===== src/rtl/sm83_alu_seq.sv =====
// sm83_alu_seq: micro-sequencer driving the control side of the nibble-serial
// sm83 ALU for the eight 8-bit accumulator ops (ADD ADC SUB SBC AND XOR OR CP).
// Sequence per op: IDLE -> LDA -> LDB -> LOW -> HIGH -> READ -> RESP.
// Optional feature macro: SM83_ALU_SEQ_PIPE_EN. When it is defined, a request
// can be accepted in the RESP handshake cycle, giving one op per 6 cycles
// instead of 7.
//
// Handshake semantics (both req and rsp): a transfer happens on the rising
// clk edge where valid && ready are both high; the sender holds valid and
// payload stable until that edge, and ready never depends on valid.
module sm83_alu_seq #(
  parameter int ALU_WIDTH = 4
) (
  input  logic                   clk,
  input  logic                   reset,
  input  logic                   req_valid,
  output logic                   req_ready,
  input  logic [2:0]             req_op,
  input  logic [2*ALU_WIDTH-1:0] req_a,
  input  logic [2*ALU_WIDTH-1:0] req_b,
  input  logic                   req_carry,
  output logic                   rsp_valid,
  input  logic                   rsp_ready,
  output logic [2*ALU_WIDTH-1:0] rsp_result,
  output logic [3:0]             rsp_flags,
  output logic [2*ALU_WIDTH-1:0] alu_din,
  output logic                   alu_load_a,
  output logic                   alu_load_b,
  output logic                   alu_shift_oe,
  output logic                   alu_result_oe,
  output logic                   alu_op_low,
  output logic                   alu_op_b_high,
  output logic                   alu_carry_in,
  output logic                   alu_negate,
  output logic                   alu_no_carry_out,
  output logic                   alu_force_carry,
  output logic                   alu_ignore_carry,
  input  logic [2*ALU_WIDTH-1:0] alu_dout,
  input  logic                   alu_carry,
  input  logic                   alu_zero,
  output logic [2:0]             dbg_state
);

  localparam int W = 2 * ALU_WIDTH;

  localparam logic [2:0] OP_ADD = 3'd0;
  localparam logic [2:0] OP_ADC = 3'd1;
  localparam logic [2:0] OP_SUB = 3'd2;
  localparam logic [2:0] OP_SBC = 3'd3;
  localparam logic [2:0] OP_AND = 3'd4;
  localparam logic [2:0] OP_XOR = 3'd5;
  localparam logic [2:0] OP_OR  = 3'd6;
  localparam logic [2:0] OP_CP  = 3'd7;

  typedef enum logic [2:0] {
    S_IDLE = 3'd0,
    S_LDA  = 3'd1,
    S_LDB  = 3'd2,
    S_LOW  = 3'd3,
    S_HIGH = 3'd4,
    S_READ = 3'd5,
    S_RESP = 3'd6
  } state_t;

  // All ALU control strobes, registered together so they change cleanly.
  typedef struct packed {
    logic load_a;
    logic load_b;
    logic shift_oe;
    logic result_oe;
    logic op_low;
    logic op_b_high;
    logic carry_in;
    logic negate;
    logic no_carry_out;
    logic force_carry;
    logic ignore_carry;
  } ctrl_t;

  state_t       state;
  state_t       nxt_state;
  ctrl_t        ctrl;
  logic [2:0]   op_q;
  logic [W-1:0] a_q;
  logic [W-1:0] b_q;
  logic         carry_q;
  logic         h_raw;
  logic         c_raw;
  logic [W-1:0] din_q;
  logic         req_ready_q;
  logic         rsp_valid_q;
  logic [W-1:0] rsp_result_q;
  logic [3:0]   rsp_flags_q;
  logic         accept;
  logic [3:0]   flags_n;

  // Control word the ALU needs while the FSM sits in state st. hc is the
  // low-nibble carry to feed into the high pass of arithmetic ops.
  function automatic ctrl_t ctrl_for(input state_t st, input logic [2:0] op,
                                     input logic carry, input logic hc);
    ctrl_t c;
    logic  arith;
    logic  sub;
    c     = '0;
    arith = (op == OP_ADD) || (op == OP_ADC) || (op == OP_SUB) ||
            (op == OP_SBC) || (op == OP_CP);
    sub   = (op == OP_SUB) || (op == OP_SBC) || (op == OP_CP);
    case (st)
      S_LDA: begin
        c.shift_oe = 1'b1;
        c.load_a   = 1'b1;
      end
      S_LDB: begin
        c.shift_oe = 1'b1;
        c.load_b   = 1'b1;
      end
      S_LOW, S_HIGH, S_READ: begin
        c.op_low       = (st == S_LOW);
        c.op_b_high    = (st != S_LOW);
        c.result_oe    = (st == S_READ);
        c.negate       = sub;
        c.no_carry_out = (op == OP_XOR) || (op == OP_OR);
        c.force_carry  = (op == OP_AND) || (op == OP_OR);
        c.ignore_carry = (op == OP_OR);
        case (op)
          OP_ADC:  c.carry_in = carry;
          OP_SUB:  c.carry_in = 1'b1;
          OP_CP:   c.carry_in = 1'b1;
          OP_SBC:  c.carry_in = !carry;
          OP_AND:  c.carry_in = 1'b1;
          default: c.carry_in = 1'b0;
        endcase
        if (st != S_LOW && arith) c.carry_in = hc;
      end
      default: c = '0;
    endcase
    return c;
  endfunction

`ifdef SM83_ALU_SEQ_PIPE_EN
  assign req_ready = req_ready_q || ((state == S_RESP) && rsp_ready);
`else
  assign req_ready = req_ready_q;
`endif

  assign accept = req_valid && req_ready;

  // Next-state decode for the op sequence.
  always_comb begin
    nxt_state = state;
    case (state)
      S_IDLE:  nxt_state = accept ? S_LDA : S_IDLE;
      S_LDA:   nxt_state = S_LDB;
      S_LDB:   nxt_state = S_LOW;
      S_LOW:   nxt_state = S_HIGH;
      S_HIGH:  nxt_state = S_READ;
      S_READ:  nxt_state = S_RESP;
      S_RESP:  nxt_state = rsp_ready ? (accept ? S_LDA : S_IDLE) : S_RESP;
      default: nxt_state = S_IDLE;
    endcase
  end

  // Flag decode from the latched nibble carries, evaluated in READ.
  always_comb begin
    flags_n    = '0;
    flags_n[3] = alu_zero;
    case (op_q)
      OP_ADD, OP_ADC: flags_n[1:0] = {h_raw, c_raw};
      OP_SUB, OP_SBC, OP_CP: begin
        flags_n[2]   = 1'b1;
        flags_n[1:0] = {!h_raw, !c_raw};
      end
      OP_AND:  flags_n[1] = 1'b1;
      default: flags_n[1:0] = 2'b00;
    endcase
  end

  // Sequencer state, operand capture and registered outputs.
  always_ff @(posedge clk or posedge reset) begin
    if (reset) begin
      state        <= S_IDLE;
      ctrl         <= '0;
      op_q         <= '0;
      a_q          <= '0;
      b_q          <= '0;
      carry_q      <= 1'b0;
      h_raw        <= 1'b0;
      c_raw        <= 1'b0;
      din_q        <= '0;
      req_ready_q  <= 1'b0;
      rsp_valid_q  <= 1'b0;
      rsp_result_q <= '0;
      rsp_flags_q  <= '0;
    end else begin
      state <= nxt_state;
      if (accept) begin
        op_q    <= req_op;
        a_q     <= req_a;
        b_q     <= req_b;
        carry_q <= req_carry;
      end
      ctrl <= ctrl_for(nxt_state, accept ? req_op : op_q,
                       accept ? req_carry : carry_q,
                       (state == S_LOW) ? alu_carry : h_raw);
      if (nxt_state == S_LDA)      din_q <= req_a;
      else if (nxt_state == S_LDB) din_q <= b_q;
      else                         din_q <= '0;
      if (state == S_LOW)  h_raw <= alu_carry;
      if (state == S_HIGH) c_raw <= alu_carry;
      if (state == S_READ) begin
        rsp_result_q <= (op_q == OP_CP) ? a_q : alu_dout;
        rsp_flags_q  <= flags_n;
      end
      req_ready_q <= (nxt_state == S_IDLE);
      rsp_valid_q <= (nxt_state == S_RESP);
    end
  end

  assign rsp_valid        = rsp_valid_q;
  assign rsp_result       = rsp_result_q;
  assign rsp_flags        = rsp_flags_q;
  assign alu_din          = din_q;
  assign alu_load_a       = ctrl.load_a;
  assign alu_load_b       = ctrl.load_b;
  assign alu_shift_oe     = ctrl.shift_oe;
  assign alu_result_oe    = ctrl.result_oe;
  assign alu_op_low       = ctrl.op_low;
  assign alu_op_b_high    = ctrl.op_b_high;
  assign alu_carry_in     = ctrl.carry_in;
  assign alu_negate       = ctrl.negate;
  assign alu_no_carry_out = ctrl.no_carry_out;
  assign alu_force_carry  = ctrl.force_carry;
  assign alu_ignore_carry = ctrl.ignore_carry;
  assign dbg_state        = state;

endmodule


===== config.mk =====
export PLATFORM = sky130hd
export DESIGN_NAME = sm83_alu_seq
export DESIGN_NICKNAME = d
export VERILOG_FILES = /design/src/rtl/sm83_alu_seq.sv
export SDC_FILE = /design/constraint.sdc
export NUM_CORES = 1
export LEC_CHECK = 0
export BUFFER_PORTS_ARGS = -buffer_cell sky130_fd_sc_hd__buf_4
export CAP_MARGIN = 5
export CORE_UTILIZATION = 55
export DETAILED_ROUTE_END_ITERATION = 10
export HOLD_SLACK_MARGIN = 0.02
export PLACE_DENSITY_LB_ADDON = 0.25
export SLEW_MARGIN = 20
export SYNTH_ARGS = -nofsm -noshare
export SYNTH_HDL_FRONTEND = slang
export SYNTH_SLANG_ARGS = --single-unit

===== constraint.sdc =====
create_clock -name clk -period 4.15 [get_ports clk]
set_input_delay 0.6225 -clock clk [delete_from_list [all_inputs] [get_ports clk]]
set_output_delay 0.6225 -clock clk [all_outputs]
set_load 0.05 [all_outputs]

# After elaboration in Yosys (flattened, before gate mapping)
# Index checks and enable logic that the tools add are counted.
[totals]
out_inout_bits = 36
input_bits = 34
wordCells = 88
ff_bits = 58
[op_classes]
eq_ne = 25
muxes = 18
reduce_logical = 22
[op_table]
columns = ["cell", "n"]
rows = [
  ["$eq A3 B3 Y1 const B", 12],
  ["$mux W8", 4],
  ["$eq A3 B2 Y1 const B", 8],
  ["$pmux W3 S7", 1],
  ["$eq A3 B1 Y1 const B", 4],
  ["$logic_not A3 Y1", 4],
  ["$reduce_or A3 Y1", 3],
  ["$logic_or A1 B1 Y1", 8],
  ["$mux W1", 8],
  ["$mux W3", 2],
  ["$pmux W1 S3", 2],
  ["$reduce_or A2 Y1", 2],
  ["$logic_not A1 Y1", 3],
  ["$ne A3 B2 Y1 const B", 1],
  ["$logic_and A1 B1 Y1", 2],
  ["$pmux W1 S2", 1],
]

# Logic depth before layout (Yosys ltp)
# Gate-level depths: netlist of run 1.
[logic_depth]
ltp_word = 10
mapped_depth = 6
ltp_nobuf = 5

# Least setup slack after synthesis of run 1
# Ideal clock, no wire load.
[synth_path]
path_kind = "register to register"
startpoint = "reg state[1] (netlist: dbg_state[1])"
endpoint = "reg ctrl, in the netlist alu_carry_in"
t_required_ps = 4063
period_less_slack_ps = 1768
arrival_time_ps = 1681
path_buffers = 1
stages_incl_launch_ff = 6
slack_ps = 2382
setup_time_ps = 87
cell_sequence = "dfrtp_1 buf_4 and2b_2 nor2_1 or3_4 a211oi_2"
[synth_via]
elab_chain_len = 6
elab_cells_between_ends = 17
cone_classes = "eq/ne: 10; mux: 4; reduce/logical: 3"
[synth_lines]
columns = ["element", "line", "rtl"]
rows = [
  ["start, declared", "80", "state_t state;"],
  ["start signal, assigned", "195", "state <= nxt_state;"],
  ["$eq A3 B3 Y1, or another cell as far along", "151", "case (state)"],
  ["$pmux W3 S7", "151", ""],
  ["$ne A3 B2 Y1", "133", "if (st != S_LOW && arith) c.carry_in = hc;"],
  ["$logic_and A1 B1 Y1", "133", ""],
  ["$mux W1", "133", ""],
  ["$mux W8 (*)", "108", "case (st)"],
  ["end signal, assigned", "202", "ctrl <= ctrl_for(nxt_state, accept ? req_op : op_q,"],
  ["end, declared", "82", "ctrl_t ctrl;"],
]
# Mark *: on every way between the ends. The rest lies on a longest branch, timed or not.
# A chain may end at the register's enable or synchronous reset.

# Final worst setup path of run 1
[layout_path]
startpoint = "reg req_ready_q (netlist: req_ready)"
endpoint = "reg ctrl, in the netlist alu_carry_in"
[layout_via]
elab_chain_len = 10
elab_cells_between_ends = 27
cone_classes = "eq/ne: 9; mux: 8; reduce/logical: 10"
[layout_lines]
columns = ["element", "line", "rtl"]
rows = [
  ["start, declared", "90", "logic req_ready_q;"],
  ["start signal, assigned", "214", "req_ready_q <= (nxt_state == S_IDLE);"],
  ["$logic_and A1 B1 Y1 (*)", "146", "assign accept = req_valid && req_ready;"],
  ["parallel branches: the longest is 8 deep, another holds $pmux W3 S7", "n/a", ""],
  ["$mux W8 (*)", "108", ""],
]
# Mark *: on every way between the ends.

==> results of run 1 <==
final timing paths:
path                                               start                  endpoint  cells after the start  slack [ns]
worst max-delay path                 req_ready$_DFF_PP0_    alu_carry_in$_DFF_PP0_                      4        2.20
worst min-delay path                               reset         op_q[1]$_DFF_PP0_                      2        0.24
worst max register to register       req_ready$_DFF_PP0_    alu_carry_in$_DFF_PP0_                      4        2.20
worst min register to register  rsp_flags[2]$_DFFE_PP0P_  rsp_flags[2]$_DFFE_PP0P_                      2        0.48
max in group asynchronous                          reset    alu_shift_oe$_DFF_PP0_                      3        3.06
min in group clk                rsp_flags[2]$_DFFE_PP0P_  rsp_flags[2]$_DFFE_PP0P_                      2        0.48
stage by stage:
step                      utilization, %  hold slack [ns]
final                              74.42           0.2379
after global routing               74.42           0.2569
after CTS                          74.42           0.2366
after detailed placement           69.36           0.4698
after global placement             69.36           0.4634
after floorplan                        -           0.4590
cell usage in the layout (no fill, tap or decap), types with 2 or more instances in the layout:
| master | instances |
|---|---|
| buf_4 | 70 |
| dfrtp_1 | 58 |
| nand2_1 | 23 |
| mux2_2 | 17 |
| o21ai_0 | 13 |
| clkbuf_8 | 10 |
| mux2i_1 | 9 |
| a22o_1 | 8 |
| nand2b_1 | 6 |
| mux2_1 | 5 |
| nor3_1 | 5 |
| nor2_1 | 5 |
| inv_1 | 4 |
| nor2b_1 | 2 |
| nand3_1 | 2 |
| inv_2 | 2 |
| xnor2_1 | 2 |
| a21oi_1 | 2 |
| bufinv_16 | 2 |
| clkinv_2 | 2 |
final cells by class:
type	count	area, sq um	share of cell area [%]
clock buffers	11	141.4	4.393
multi-input cells	123	934.6	29.04
well taps	52	65.06	2.022
inverters	6	22.52	0.6998
flip-flops and latches	58	1451	45.10
repair buffers	70	525.5	16.33
clock inverters	5	77.57	2.411
sequential cells by signal, indices dropped and copies added, names as in the netlist, 3 cells and up:
register / flops
op_q: 3
alu_din: 8
dbg_state: 3
rsp_flags: 4
b_q: 8
rsp_result: 8
a_q: 8
cell families after synthesis:
kind of cell           Yosys count
AO/OA/AOI/OAI                   32
XOR/XNOR                         3
buffers and inverters           15
flip-flops                      58
multiplexers                    33
AND/OR/NAND/NOR                 55
power groups by stage:
stage / sequential [mW] / clock (mW) / combinational, mW
4_1_cts: 1.00 / 0.580 / 1.36
3_3_place_gp: 1.00 / 0 / 1.32
2_1_floorplan: 1.43 / 0 / 0.575
5_1_grt: 1.04 / 0.605 / 1.43
6_report: 0.999 / 0.575 / 1.35
3_5_place_dp: 1.01 / 0 / 1.35
critical path, delay by kind of cell, from the launching register on:
kind            cells  cell delay (ns)
flops               1             0.44
simple gates        1             0.62
compound gates      2             0.33
mux                 1             0.42
layer usage:
| layer | global-route usage [%] | share of wire, % |
|---|---|---|
| met5 | 0 | 0 |
| met4 | 9.977 | 1.7 |
| met3 | 7.018 | 6.0 |
| met2 | 34.09 | 47 |
| met1 | 31.66 | 45 |
==> reports/metrics.cfg, run 1 <==
[status]
status = completed

[logic_synthesis]
synth_top_area_share_pct = 58.73
yosysMostFrequentCell = dfrtp_1
synthSimpleGateAreaFrac_pct = 11.95
syn_nets = 230
ys_ff_latch = 58
synth_common_cells = dfrtp_1 (58), nand2_1 (23), mux2_2 (17), o21ai_0 (13), mux2i_1 (9)
syn_inst = 196
synthArstFlopShare_pct = 100.0
synth_top_cell_by_area = dfrtp_1
synth-xor-area-share_pct = 1.063
netlist_area_sq_mm = 0.002471
synth_edf_count = 0
yosysSeqAreaShare_pct = 58.73
synth_compound_area_share_pct = 9.671
avgSynthCellArea_sq_um = 12.61
synth_top_family_by_area = multiplexers
synthAdderAreaFrac_pct = 0
synth.distinct_cells = 44
yosysWarnings = 0
ys.flop_type = dfrtp_1
synth_area_leaders = dfrtp_1 (59%), mux2_2 (7.7%), mux2i_1 (3.6%), nand2_1 (3.5%), a22o_1 (2.8%)
synthMuxAreaShare_pct = 15.14

[worst_setup_path]
crit_path_start_kind = flip-flop
crit_type = reg -> reg
cpPeakStageDelay_ns = 0.62
cp-end-kind = flip-flop
worstPathCellList = and2_1 > mux2_1 > o221ai_1 > a211oi_2
worstPathMaxFanout = 15
cpMaxStageDelayCell = and2_1
cp.required_ns = 4.35
crit_arrival_ns = 2.15

[cts]
cts_root_buf = clkbuf_8
clockBufferDepth = 2
cts_sinks = 58
cts_tree = done
post_cts_resize_count = 0
ctsHtreeMaxLevel = 3
path_clk_slew_ns = 0.06
clock_latency_ns = 0.34
cts_buffers = 9
ctsHoldBuffers = 0
cts_setup_buffers = 0

[timing]
setup_violations = 0
fmax_ghz = 0.5127
worst_pin_slew_ns = 0.7017
rsz0062_at_grt = no
relSlewSlack_pct = 53.22
setup_ws_ns = 2.200
period_minus_slack_ns = 1.950
final-max-slew-violation-count = 0
skew_ns = 0.01058
period_share_pct = 47.00
hold_violations = 0
setup-tns-final_ns = 0

[global_route]
gr-total-overflow = 0
grt_max_degree = 45
grt_pass1_vias = 1679
antenna_found_initial = 0
grtUsageTotal_pct = 23.05
grt_pass1_wl_mm = 8.355

[finish]
fin_nets = 302
fillers = 312
fin_cells = 325
syn_to_final_growth_pct = 30.23
antenna_cells = 0
layout-drive-gt1-share_pct = 42.12
design_area_sq_mm = 0.003218

[die]
die_h_um = 69.03
start_util_pct = 57.15
pin_count = 70
rows = 24
dieArea_sq_mm = 0.004765
coreArea_sq_mm = 0.004324
die_x_um = 69.03

[routing]
wl_per_cell_um = 15.17
vias = 1723
drtAntennaViolNets = 0
dr.first_iter.drc_count = 126
drc = 0
routed_wl_mm = 4.929
vias_per_cell = 5.302
dr.pass1.iters = 4

[power_and_ir_drop]
power_frac_clock_pct = 19.7
seqPwrFrac_pct = 34.2
irDropWorstVdd_mv = 0.5233
sw_frac_of_total_pct = 43.06
power_density_mw_per_mm2 = 908.1
power.internal_mw = 1.664
p_comb_share_pct = 46.1
p_switching_mw = 1.258
p_leak_nw = 1.619
power.total_mw = 2.922

[flow_run]
cap_violations = 0

[placed_design]
dp_hpwl_mm = 3.468
placed_area_sq_mm = 0.002999
io_buffers = 69
pre_cts_ws_ns = 1.941
place_congestion = 0.8704
dp_cells = 309

[hold_path]
hp-class = in -> async

No activity file was read; power rests on OpenSTA's default activity.
==> inputs of run 2 (changes only) <==
CORE_UTILIZATION = 51   (was 55)
clock period = 1.9 ns   (was 4.15 ns; I/O delays follow)
==> reports/metrics.cfg, run 2 (synthesis results as in run 1) <==
[cts]
clock_latency_ns = 0.33  ; about the same
clockBufferDepth = 2  ; unchanged
cts_tree = done
cts_sinks = 58  ; unchanged
ctsHtreeMaxLevel = 3  ; unchanged
path_clk_slew_ns = 0.07  ; about the same
post_cts_resize_count = 0  ; unchanged
cts_root_buf = clkbuf_8
cts_setup_buffers = 0  ; unchanged
ctsHoldBuffers = 1  ; +1
cts_buffers = 9  ; unchanged

[placed_design]
place_congestion = 0.9228  ; +6.0%
io_buffers = 69  ; unchanged
pre_cts_ws_ns = 0.3304  ; -1.611 ns
dp_hpwl_mm = 3.718  ; +7.2%

[global_route]
antenna_found_initial = 0  ; unchanged
grt_pass1_vias = 1679  ; unchanged
grt_max_degree = 41  ; -8.9%
gr-total-overflow = 0  ; unchanged
grtUsageTotal_pct = 21.49  ; -1.6 points
grt_pass1_wl_mm = 8.086  ; -3.2%

[timing]
setup_violations = 0  ; unchanged
final-max-slew-violation-count = 0  ; unchanged
rsz0062_at_grt = no
worst_pin_slew_ns = 0.4834  ; -0.2183 ns
setup_ws_ns = 0.3090  ; -1.891 ns
skew_ns = 0.006332  ; -0.004249 ns
period_minus_slack_ns = 1.591  ; -0.3593 ns
period_share_pct = 83.74  ; +37 points
setup-tns-final_ns = 0  ; unchanged
hold_violations = 0  ; unchanged
fmax_ghz = 0.6285  ; +23%
relSlewSlack_pct = 67.68  ; +14 points

[power_and_ir_drop]
irDropWorstVdd_mv = 1.218  ; +130%
p_leak_nw = 1.657  ; +2.3%
power_density_mw_per_mm2 = 1964  ; +120%
power.total_mw = 6.469  ; +120%

[finish]
fin_nets = 309  ; +2.3%
antenna_cells = 0  ; unchanged
multi_input_area_sq_um = 934.6  ; unchanged
final-seq-area_sq_mm = 0.001451  ; unchanged
layout_common_cells = buf_4 (75), dfrtp_1 (58), nand2_1 (23), mux2_2 (17), o21ai_0 (13)
layout-drive-gt1-share_pct = 43.57  ; +1.4 points
final_common_cell = buf_4
fillers = 317  ; +1.6%
syn_to_final_growth_pct = 33.27

[die]
rows = 24  ; unchanged
die_h_um = 71.61  ; +3.7%
coreArea_sq_mm = 0.004504  ; +4.2%
dieArea_sq_mm = 0.005128  ; +7.6%
pin_count = 70  ; unchanged
start_util_pct = 54.86  ; -2.3 points
die_x_um = 71.61  ; +3.7%

[routing]
dr.pass1.iters = 4  ; unchanged
vias_per_cell = 5.202  ; -1.9%
routed_wl_mm = 5.138  ; +4.2%
drc = 0  ; unchanged
dr.first_iter.drc_count = 83  ; -34%
vias = 1727  ; +0.23%
wl_per_cell_um = 15.48  ; +2.0%
drtAntennaViolNets = 0  ; unchanged

[hold_path]
hold_end = b_q[4]$_DFFE_PP0P_
min_path_cells = 2
worstHoldStart = req_b[4]
hp-class = in -> reg

[flow_run]
cap_violations = 0  ; unchanged

[worst_setup_path]
worstPathMaxFanout = 7  ; -8
crit_arrival_ns = 1.79  ; -0.36 ns
r2r_start = req_ready$_DFF_PP0_
crit_path_start_kind = flip-flop
r2r_setup_slack_ns = 0.31  ; -1.89 ns
crit_type = reg -> reg
r2r_cells = 4  ; unchanged
timing.rr.end = alu_carry_in$_DFF_PP0_
cp.required_ns = 2.10  ; -2.25 ns
cp-end-kind = flip-flop

[status]
status = completed

run 2: routing by layer:
| layer | part of all wire [%] | global-route usage [%] | up-vias |
|---|---|---|---|
| li1 | - | - | 842 |
| met1 | 43 | 28.44 | 821 |
| met2 | 50 | 34.80 | 56 |
| met3 | 5.2 | 3.938 | 8 |
| met4 | 1.6 | 9.804 | 0 |
| met5 | 0 | 0 | - |
run 2: area by class of cell:
class                      count  area share [%]
clock inverter                 6           2.698
tap                           52           1.976
multi-input combinational    123           28.38
timing repair buffer          77           18.01
clock buffer                  10           4.179
inverter                       6          0.6839
sequential                    58           44.07
run 2: how the worst max path moves through the flow:
stage | from | end | slack (ns) | depth (start not counted)
CTS | req_ready$_DFF_PP0_ | alu_carry_in$_DFF_PP0_ | 0.32 | 4
detailed placement | req_ready$_DFF_PP0_ | alu_carry_in$_DFF_PP0_ | 0.33 | 4
global route | req_ready$_DFF_PP0_ | alu_carry_in$_DFF_PP0_ | 0.20 | 4
floorplan | dbg_state[1]$_DFF_PP0_ | alu_carry_in$_DFF_PP0_ | 0.13 | 5
global placement | dbg_state[2]$_DFF_PP0_ | alu_carry_in$_DFF_PP0_ | 0.39 | 4
finish | req_ready$_DFF_PP0_ | alu_carry_in$_DFF_PP0_ | 0.31 | 4
run 2: critical path: stages (launching register included):
cell and delay (ns):
dfrtp_1 0.44, and2_1 0.23, o21ai_0 0.33, nor4b_1 0.40
a211oi_2 0.05
run 2: report_power, final:
group	total, mW	internal, mW	switching [mW]
Sequential	2.18	1.78	0.401
Clock	1.27	0.775	0.491
Combinational	3.02	1.14	1.88
Total	6.47	3.69	2.77
run 2: per-stage QoR:
| step | hold WS (ns) | utilization, % | std cells | area (sq um) |
|---|---|---|---|---|
| finish | 0.1720 | 73.11 | 332 | 3293 |
| floorplan | 0.4197 | - | 196 | 2471 |
| detailed placement | 0.3115 | 67.86 | 315 | 3057 |
| CTS | 0.1655 | 73.11 | 332 | 3293 |
| global placement | 0.3068 | 67.86 | 315 | 3057 |
| global route | 0.1706 | 73.11 | 332 | 3293 |
